===== src/rtl/gpio_port.sv =====
// Memory-mapped GPIO peripheral for the mips data bus: synchronised and debounced
// inputs, atomic set/clear outputs, and edge capture with a level interrupt.
module gpio_port #(
   parameter int unsigned            WIDTH     = 8,
   parameter int unsigned            DEBOUNCE  = 4,
   parameter logic [WIDTH-1:0]       RESET_OUT = '0
) (
   input  logic             clk_i,
   input  logic             reset_i,
   input  logic             cs_i,
   input  logic             we_i,
   input  logic [4:0]       addr_i,
   input  logic [31:0]      wdata_i,
   output logic [31:0]      rdata_o,
   input  logic [WIDTH-1:0] GPIO_i,
   output logic [WIDTH-1:0] GPIO_o,
   output logic             irq_o
);

   localparam logic [2:0] A_DATA_IN  = 3'd0;
   localparam logic [2:0] A_DATA_OUT = 3'd1;
   localparam logic [2:0] A_OUT_SET  = 3'd2;
   localparam logic [2:0] A_OUT_CLR  = 3'd3;
   localparam logic [2:0] A_RISE_EN  = 3'd4;
   localparam logic [2:0] A_FALL_EN  = 3'd5;
   localparam logic [2:0] A_STATUS   = 3'd6;

   localparam logic [7:0] DEB_LAST = 8'(DEBOUNCE - 1);

   logic [WIDTH-1:0] r_sync1;
   logic [WIDTH-1:0] r_sync2;
   logic [WIDTH-1:0] r_deb;
   logic [7:0]       r_cnt [WIDTH];
   logic [WIDTH-1:0] r_data_out;
   logic [WIDTH-1:0] r_rise_en;
   logic [WIDTH-1:0] r_fall_en;
   logic [WIDTH-1:0] r_status;

   logic [WIDTH-1:0] w_deb_next;
   logic [7:0]       w_cnt_next [WIDTH];
   logic [WIDTH-1:0] w_rise;
   logic [WIDTH-1:0] w_fall;
   logic [WIDTH-1:0] w_w1c;
   logic [WIDTH-1:0] w_wdata;
   logic [2:0]       w_word;
   logic             w_wr;
   logic [31:0]      w_rdata;
   logic             w_unused;

   assign w_word   = addr_i[4:2];
   assign w_wdata  = wdata_i[WIDTH-1:0];
   assign w_wr     = cs_i & we_i;
   assign w_unused = ^{addr_i[1:0], wdata_i[31:WIDTH]};

   // A bit commits only after sync2 has disagreed with deb for DEBOUNCE cycles.
   // NOTE: every always_comb output gets a default first so no path can infer a latch.
   always_comb begin
      w_deb_next = r_deb;
      for (int i = 0; i < int'(WIDTH); i++) begin
         w_cnt_next[i] = '0;
         if (r_sync2[i] != r_deb[i]) begin
            if (r_cnt[i] == DEB_LAST) w_deb_next[i] = r_sync2[i];
            else                      w_cnt_next[i] = r_cnt[i] + 8'd1;
         end
      end
   end

   assign w_rise = ~r_deb &  w_deb_next & r_rise_en;
   assign w_fall =  r_deb & ~w_deb_next & r_fall_en;
   assign w_w1c  = (w_wr && w_word == A_STATUS) ? w_wdata : '0;

   // NOTE: the per-bit counters are state, not storage, so they are reset like any flop.
   always_ff @(posedge clk_i or posedge reset_i) begin
      if (reset_i) begin
         r_sync1 <= '0;
         r_sync2 <= '0;
         r_deb   <= '0;
         for (int i = 0; i < int'(WIDTH); i++) r_cnt[i] <= '0;
      end else begin
         // NOTE: non-blocking assignments keep the sync1 -> sync2 chain a true two-stage shift.
         r_sync1 <= GPIO_i;
         r_sync2 <= r_sync1;
         r_deb   <= w_deb_next;
         for (int i = 0; i < int'(WIDTH); i++) r_cnt[i] <= w_cnt_next[i];
      end
   end

   always_ff @(posedge clk_i or posedge reset_i) begin
      if (reset_i) begin
         r_data_out <= RESET_OUT;
         r_rise_en  <= '0;
         r_fall_en  <= '0;
         r_status   <= '0;
      end else begin
         if (w_wr) begin
            case (w_word)
               A_DATA_OUT: r_data_out <= w_wdata;
               A_OUT_SET:  r_data_out <= r_data_out | w_wdata;
               A_OUT_CLR:  r_data_out <= r_data_out & ~w_wdata;
               A_RISE_EN:  r_rise_en  <= w_wdata;
               A_FALL_EN:  r_fall_en  <= w_wdata;
               default:    ;
            endcase
         end
         // A fresh edge outranks a simultaneous clear of the same bit.
         r_status <= (r_status & ~w_w1c) | w_rise | w_fall;
      end
   end

   always_comb begin
      w_rdata = '0;
      if (cs_i) begin
         case (w_word)
            A_DATA_IN:  w_rdata = 32'(r_deb);
            A_DATA_OUT: w_rdata = 32'(r_data_out);
            A_RISE_EN:  w_rdata = 32'(r_rise_en);
            A_FALL_EN:  w_rdata = 32'(r_fall_en);
            A_STATUS:   w_rdata = 32'(r_status);
            default:    w_rdata = '0;
         endcase
      end
   end

   assign rdata_o = w_rdata;
   assign GPIO_o  = r_data_out;
   assign irq_o   = |r_status;

endmodule


===== config.mk =====
export PLATFORM = sky130hd
export DESIGN_NAME = gpio_port
export DESIGN_NICKNAME = d
export VERILOG_FILES = /design/src/rtl/gpio_port.sv
export SDC_FILE = /design/constraint.sdc
export NUM_CORES = 1
export LEC_CHECK = 0
export BUFFER_PORTS_ARGS = -buffer_cell sky130_fd_sc_hd__buf_4
export CAP_MARGIN = 30
export CORE_ASPECT_RATIO = 1.1
export CORE_UTILIZATION = 35
export CTS_CLUSTER_DIAMETER = 120
export DETAILED_ROUTE_END_ITERATION = 8
export SYNTH_ARGS = -nofsm -noshare
export SYNTH_HDL_FRONTEND = slang
export SYNTH_SLANG_ARGS = --single-unit

===== constraint.sdc =====
create_clock -name clk_i -period 11.6 [get_ports clk_i]
set_input_delay 2.32 -clock clk_i [delete_from_list [all_inputs] [get_ports clk_i]]
set_output_delay 2.32 -clock clk_i [all_outputs]
set_load 0.1 [all_outputs]

======== After elaboration in Yosys (flattened, before gate mapping) ========
Index checks and enable logic that the tools add are counted.
storage, ports and cells
  flip-flop bits (word level) ............. 120
  logic and storage cells ................. 102
operators by class
  add/sub/neg operators ................... 8
  eq/ne operators ......................... 22
  multiplexer cells ....................... 36
  bitwise logic cells ..................... 14
  reduce and logical (&&, ||, !) cells .... 7
operators with widths
  kind                 count
  $mux 8               18
  $add 8x1->8 const B  8
  $eq 8x2->1 const B   8
  $and 8x8->8          6
  $pmux 8 s5           1
  $not 8->8            4
  $or 8x8->8           3
  $pmux 8 s3           1
  $mux 1               16
  $eq 3x3->1 const B   3
  $ne 1x1->1           8
  $reduce_or 8->1      1
  $eq 3x2->1 const B   2
  $reduce_and 2->1     3
  $eq 3x1->1 const B   1
  $logic_not 3->1      1
  $reduce_bool 3->1    1
  $and 1x1->1          1
  $logic_and 1x1->1    1

======== Longest topological paths before layout ========
Gate-level depths: netlist of the first run.
  depth after elaboration ................. 7
  gate-level depth with buffers ........... 5
  mapped depth without buffers ............ 4

======== Worst setup path before layout of the first run ========
No wires, ideal clock.
  path kind ............................... input to output
  start point ............................. input addr_i[3]
  end point ............................... output rdata_o[6]
  arrival ................................. 4638 ps
  required time ........................... 9280 ps
  path slack .............................. 4642 ps
  stages on the path ...................... 5
  buffers on the path ..................... 2
  path through ............................ buf_1 > clkbuf_1 > and3b_1 > o21ai_0 > a21oi_1
between the ends
  longest elaborated chain between the ends .. 3
  elaborated cells on any way between the ends .. 7
RTL lines
  element                             line  text
  from (decl)                         12    input logic [4:0] addr_i,
  $eq 3x3->1 (tied with other cells)  113   case (w_word)
  $pmux 8 s5 *                        113
  $mux 8 *                            112   if (cs_i) begin
  to (decl)                           14    output logic [31:0] rdata_o,
Every way passes the cells marked *; elsewhere a longest branch is shown, timed or not.

======== Final worst setup path of the first run ========
  start point ............................. input addr_i[3]
  end point ............................... output rdata_o[2]
The elaborated chain is that of the path after synthesis.

==> results.toml, run 1 <==
[placed_design]
gp_congestion = 0.786
dp_hpwl_microns = 8670
dp_slack_ps = 5220
place_area_sq_um = 6330
port_buffers = 39

[global_route]
grt_pass1_vias = 4341
grt-ovfl-total = 0
grt_antenna_before_repair = 0
grt_max_degree = 76
grt_pass1_wl_microns = 21900
grtUsageTotal = 0.161

[clocking]
clock_tree.root_cell = "clkbuf_16"
numCtsBuffers = 17
clkSlewWorstSetupHoldPaths_ps = 50
hold_buffers = 0
cts.sinks = 120
post_cts_buffers = 0
h-tree-depth = 4
ctsLongestPathBuffers = 2
clock_latency_ps = 420
cts_tree = "done"
post_cts_resized = 0

[sta]
timing.final.hold_violations = 0
drv_slew = 0
period_minus_slack_ps = 6400
worst_slew_pin_slew_ps = 885
maxSlewHeadroom = 0.406
setup_violations = 0
setup_slack_ps = 5200
finClkSkew_ps = 7.82
fmax_mhz = 156
rsz0062_at_grt = "no"
hold-worst-slack_ps = 347
fin_crit_sh = 0.551
tns_ps = 0

[floorplan]
ios = 90
die_h_microns = 138
initial_utilization = 0.360
core-area_sq_um = 16400
die_area_sq_um = 17400
die_w_microns = 126
placementRows = 49

[logic_synthesis]
syn_area_per_cell_sq_um = 10.6
syn_inst = 556
synth_top_cells_by_area = "dfrtp_1, mux2_2, a21oi_1, nand3_1, buf_4"
synth-edff-count = 0
synth_top_area_share = 0.508
syn_area_sq_um = 5920
synth_seq_cells = 120
yosysSeqAreaShare = 0.508
synthArstFlopShare = 1.00
synth_ff_type = "dfrtp_1"
synth.distinct_cells = 54
synth_area_leader_cell = "dfrtp_1"
yosys_warnings = 0

[final_layout]
final_design_area_no_fill_sq_um = 6950
nets = 658
drive_above_1_share = 0.189
n_fill_cell = 1568
syn2layout_area_growth_pct = 17.5
num_antenna_cells = 0

[setup_path]
critPathMaxFanout = 32
crit_slowest_cell = "nor2b_1"
slowest_delay_ps = 650
critPathKind = "in2out"
cp.depth = 5
path_buf_inv = 2
cp_data_arrival_time_ps = 4080
cp_cell_sequence = "buf_4 > nor2b_1 > a32oi_1 > a21oi_1 > buf_4"
endpoint_kind = "output pin"
r2r_cells = 3
path_common_cell = "buf_4"
cp-start-kind = "input pin"
cp_top_family = "simple AND/OR/NAND/NOR gates"
worstPathRequired_ps = 9280

[power_and_ir_drop]
p_leak_nw = 3.00
power_mw = 1.49
power_density_nw_per_um2 = 215
vdd_ir_drop_max_mv = 0.102

[routing]
antenna_left = 0
drc = 0
vias_per_cell = 5.29
wl_per_cell_microns = 15.9
drt-initial-drc-count = 273
firstDrtPassIters = 4
wl_microns = 13000
vias = 4331

[min_path]
hold_depth = 0
hold_class = "reg2reg"

[run]
maxCapViolCount = 0

[status]
status = "complete, no violations"
==> logic make-up after synthesis <==
kind of cell,Yosys count,synth area share
multiplexers,39,0.0734
other,1,0.000634
AND/OR/NAND/NOR,192,0.187
adder cells (fa/ha/maj),8,0.0169
XOR/XNOR,32,0.0474
AO/OA/AOI/OAI,115,0.120
flip-flops,120,0.508
buffers and inverters,49,0.0465
==> registers in the layout, summed over array words and instances, names as in the netlist <==
signal,cells
r_deb,8
r_status,8
r_fall_en,8
GPIO_o,8
r_cnt,64
r_sync1,8
r_sync2,8
r_rise_en,8
==> placed cells by master, fill, tap and decap left out, types with 3 or more instances in the layout <==
cell type and n:
inv_1 8, a32o_1 4, mux2_2 31, a31oi_1 7, nand2_1 27, mux2i_1 7
dfrtp_1 120, o21ai_0 35, xnor2_1 12, o31ai_1 3, clkbuf_16 17, nor4_1 7
a32oi_1 8, nor3_1 3, and3b_1 16, nor2_1 34, a21oi_1 40, buf_4 40
or4_1 4, nand3b_1 11, clkinvlp_4 4, nand4_1 7, clkinv_2 5, or3_1 22
and2_1 4, bufinv_16 3, ha_1 8, conb_1 24, xor2_1 20, nand3_1 40
nor2b_1 5
==> metal layers <==
layer	vias to the layer above	part of all wire	track usage
met5	-	0	0
met4	0	0.011	0.0590
met3	11	0.037	0.0445
met2	90	0.50	0.251
met1	2157	0.46	0.214
li1	2073	-	-
==> per-stage QoR <==
step / std cells / util
3_3_place_gp: 785 / 0.385
4_1_cts: 817 / 0.421
5_1_grt: 818 / 0.423
6_report: 818 / 0.423
3_5_place_dp: 785 / 0.385
2_1_floorplan: 579 / -
==> worst reg2reg max path, stage by stage, from the launching register on <==
cell and delay, ps:
dfrtp_1 450, or4_4 560, or4_4 450, mux2_4 310
==> worst paths after layout <==
kind                            start         end  slack, ps
max                         addr_i[3]  rdata_o[2]       5200
min in group asynchronous     reset_i   r_cnt[47]       1970
max in group asynchronous     reset_i   r_cnt[35]       8560
max reg2reg                 r_cnt[34]    r_deb[3]       9730
min                        r_sync1[5]  r_sync2[5]        350
min reg2reg                r_sync1[5]  r_sync2[5]        350
==> area by class of cell <==
cell class,instances,area (sq um),share of cell area
Inverter,11,43.8,0.00630
Tap cell,204,255,0.0367
Multi-Input combinational cell,410,2720,0.392
Sequential cell,120,3000,0.432
Clock buffer,19,443,0.0637
Timing Repair Buffer,41,328,0.0472
Clock inverter,13,154,0.0221
==> power by group <==
part | switching [mW] | internal (mW)
logic | 0.236 | 0.139
clock network | 0.189 | 0.341
registers | 0.0892 | 0.498
total | 0.513 | 0.978
==> cell usage after synthesis, drive strengths merged (4+ instances only) <==
cell type and instances:
nor2 34, xnor2 12, nor2b 5, a31oi 7
a32o 4, nand4 7, nor4 9, nand3 40
dfrtp 120, a21oi 40, clkbuf 10, o21ai 36
nand2 27, buf 28, and2 4, nand3b 11
or4 6, xor2 20, inv 10, a32oi 8
ha 8, mux2i 7, and3b 16, or3 22
mux2 32
No activity file was read; power rests on OpenSTA's default activity.
==> inputs of run 2 (changes only) <==
- clock period: 11.6 -> 6.4 ns (I/O delays scaled with it)
==> results.toml, run 2 (synthesized netlist as in run 1, its figures left out) <==
[setup_path]
cp-start-kind = "input pin"
path_common_cell = "buf_4"
worstPathRequired_ps = 5120
path_buf_inv = 2
cp_data_arrival_time_ps = 3060
cp_top_family = "simple AND/OR/NAND/NOR gates"
endpoint_kind = "output pin"
slowest_delay_ps = 690
critPathMaxFanout = 32
critPathKind = "in2out"
cp_cell_sequence = "buf_4 > nor2b_1 > a32oi_1 > a21oi_1 > buf_4"
crit_slowest_cell = "nor2b_1"

[power_and_ir_drop]
p_switching_mw = 0.914
p_leak_nw = 3.00
power.internal_mw = 1.80
power_frac_seq = 0.391
vdd_ir_drop_max_mv = 0.203
power_mw = 2.72
power_density_nw_per_um2 = 392
comb_power_share = 0.248
clock_power_share = 0.361
p_sw_frac = 0.337

[final_layout]
drive_above_1_share = 0.186
largest_reg_flops = 64
nets = 657
final_cell_mix = "dfrtp_1, nand3_1, a21oi_1, buf_4, o21ai_0"
num_antenna_cells = 0
utilization = 0.422
mostFrequentLayoutCell = "dfrtp_1"
top_register = "r_cnt"
syn2layout_area_growth_pct = 17.2

[sta]
fmax_mhz = 230
maxSlewHeadroom = 0.376
tns_ps = 0
fin_crit_sh = 0.678
worst_slew_pin_slew_ps = 929
finClkSkew_ps = 6.98
hold-worst-slack_ps = 348
rsz0062_at_grt = "no"
period_minus_slack_ps = 4340
timing.final.hold_violations = 0
setup_violations = 0
drv_slew = 0

[clocking]
numCtsBuffers = 17
post_cts_buffers = 0
clock_tree.root_cell = "clkbuf_16"
post_cts_resized = 0
cts_tree = "done"
hold_buffers = 0
h-tree-depth = 4
clkSlewWorstSetupHoldPaths_ps = 50
cts.sinks = 120
clock_latency_ps = 410
ctsLongestPathBuffers = 2

[routing]
vias = 4350
wl_per_cell_microns = 15.8
drt-initial-drc-count = 238
drc = 0
wl_microns = 12900
vias_per_cell = 5.32
antenna_left = 0
firstDrtPassIters = 4

[status]
status = "complete, no violations"

[min_path]
hold_class = "reg2reg"

[global_route]
grtUsageTotal = 0.157
grt_pass1_vias = 4394
grt_max_degree = 67
grt_pass1_wl_microns = 21600
grt-ovfl-total = 0
grt_antenna_before_repair = 0

[floorplan]
placementRows = 49
die_area_sq_um = 17400
die_h_microns = 138
initial_utilization = 0.360
ios = 90
core-area_sq_um = 16400
die_w_microns = 126

[run]
maxCapViolCount = 0

[placed_design]
dp_hpwl_microns = 8610
gp_congestion = 0.777
port_buffers = 39
run 2: changes by cell type in the layout (fill, tap and decap cells not counted):
| cell | delta |
|---|---|
| clkinv_4 | -1 |
| clkinv_2 | +1 |
| clkinvlp_4 | -4 |
| buf_16 | -1 |
| clkbuf_1 | +1 |
| clkbuf_8 | +3 |
run 2: power by group through the flow:
stage | Sequential [mW] | Clock, mW | Combinational [mW]
3_3_place_gp | 1.07 | 0 | 0.665
6_report | 1.06 | 0.980 | 0.675
5_1_grt | 1.09 | 1.04 | 0.744
3_5_place_dp | 1.07 | 0 | 0.677
4_1_cts | 1.06 | 1.00 | 0.682
2_1_floorplan | 1.11 | 0 | 0.485
run 2: metrics by stage:
step	instances	instance area, sq um	worst slack [ps]
6_report	817	6930	2060
5_1_grt	817	6930	1970
4_1_cts	817	6930	2060
3_5_place_dp	785	6330	2060
3_3_place_gp	785	6330	2090
2_1_floorplan	579	6000	1520
run 2: cell type report:
cell class              count  area, sq um
fillers                  1578         9500
flip-flops and latches    120         3000
multi-input cells         410         2720
clock buffers              23          488
repair buffers             40          300
well taps                 204          255
clock inverters             9          120
inverters                  11         43.8
run 2: layer usage:
metal	part of all wire	global-route usage
met5	0	0
met4	0.011	0.0539
met1	0.45	0.202
met3	0.048	0.0383
met2	0.49	0.256
run 2: worst paths after layout:
path | depth (start not counted) | start | slack [ps] | to
min in group asynchronous | 2 | reset_i | 990 | r_cnt[11]
hold reg to reg | 0 | r_sync1[7] | 350 | r_sync2[7]
max in group asynchronous | 3 | reset_i | 4110 | r_cnt[26]
hold / removal | 0 | r_sync1[7] | 350 | r_sync2[7]
setup reg to reg | 3 | r_cnt[34] | 4520 | r_deb[3]
setup / recovery | 5 | addr_i[3] | 2060 | rdata_o[2]
run 2: worst reg2reg max path, stage by stage (launching register included):
cell and delay (ps):
dfrtp_1 450, or4_4 560, or4_4 450, mux2_4 310
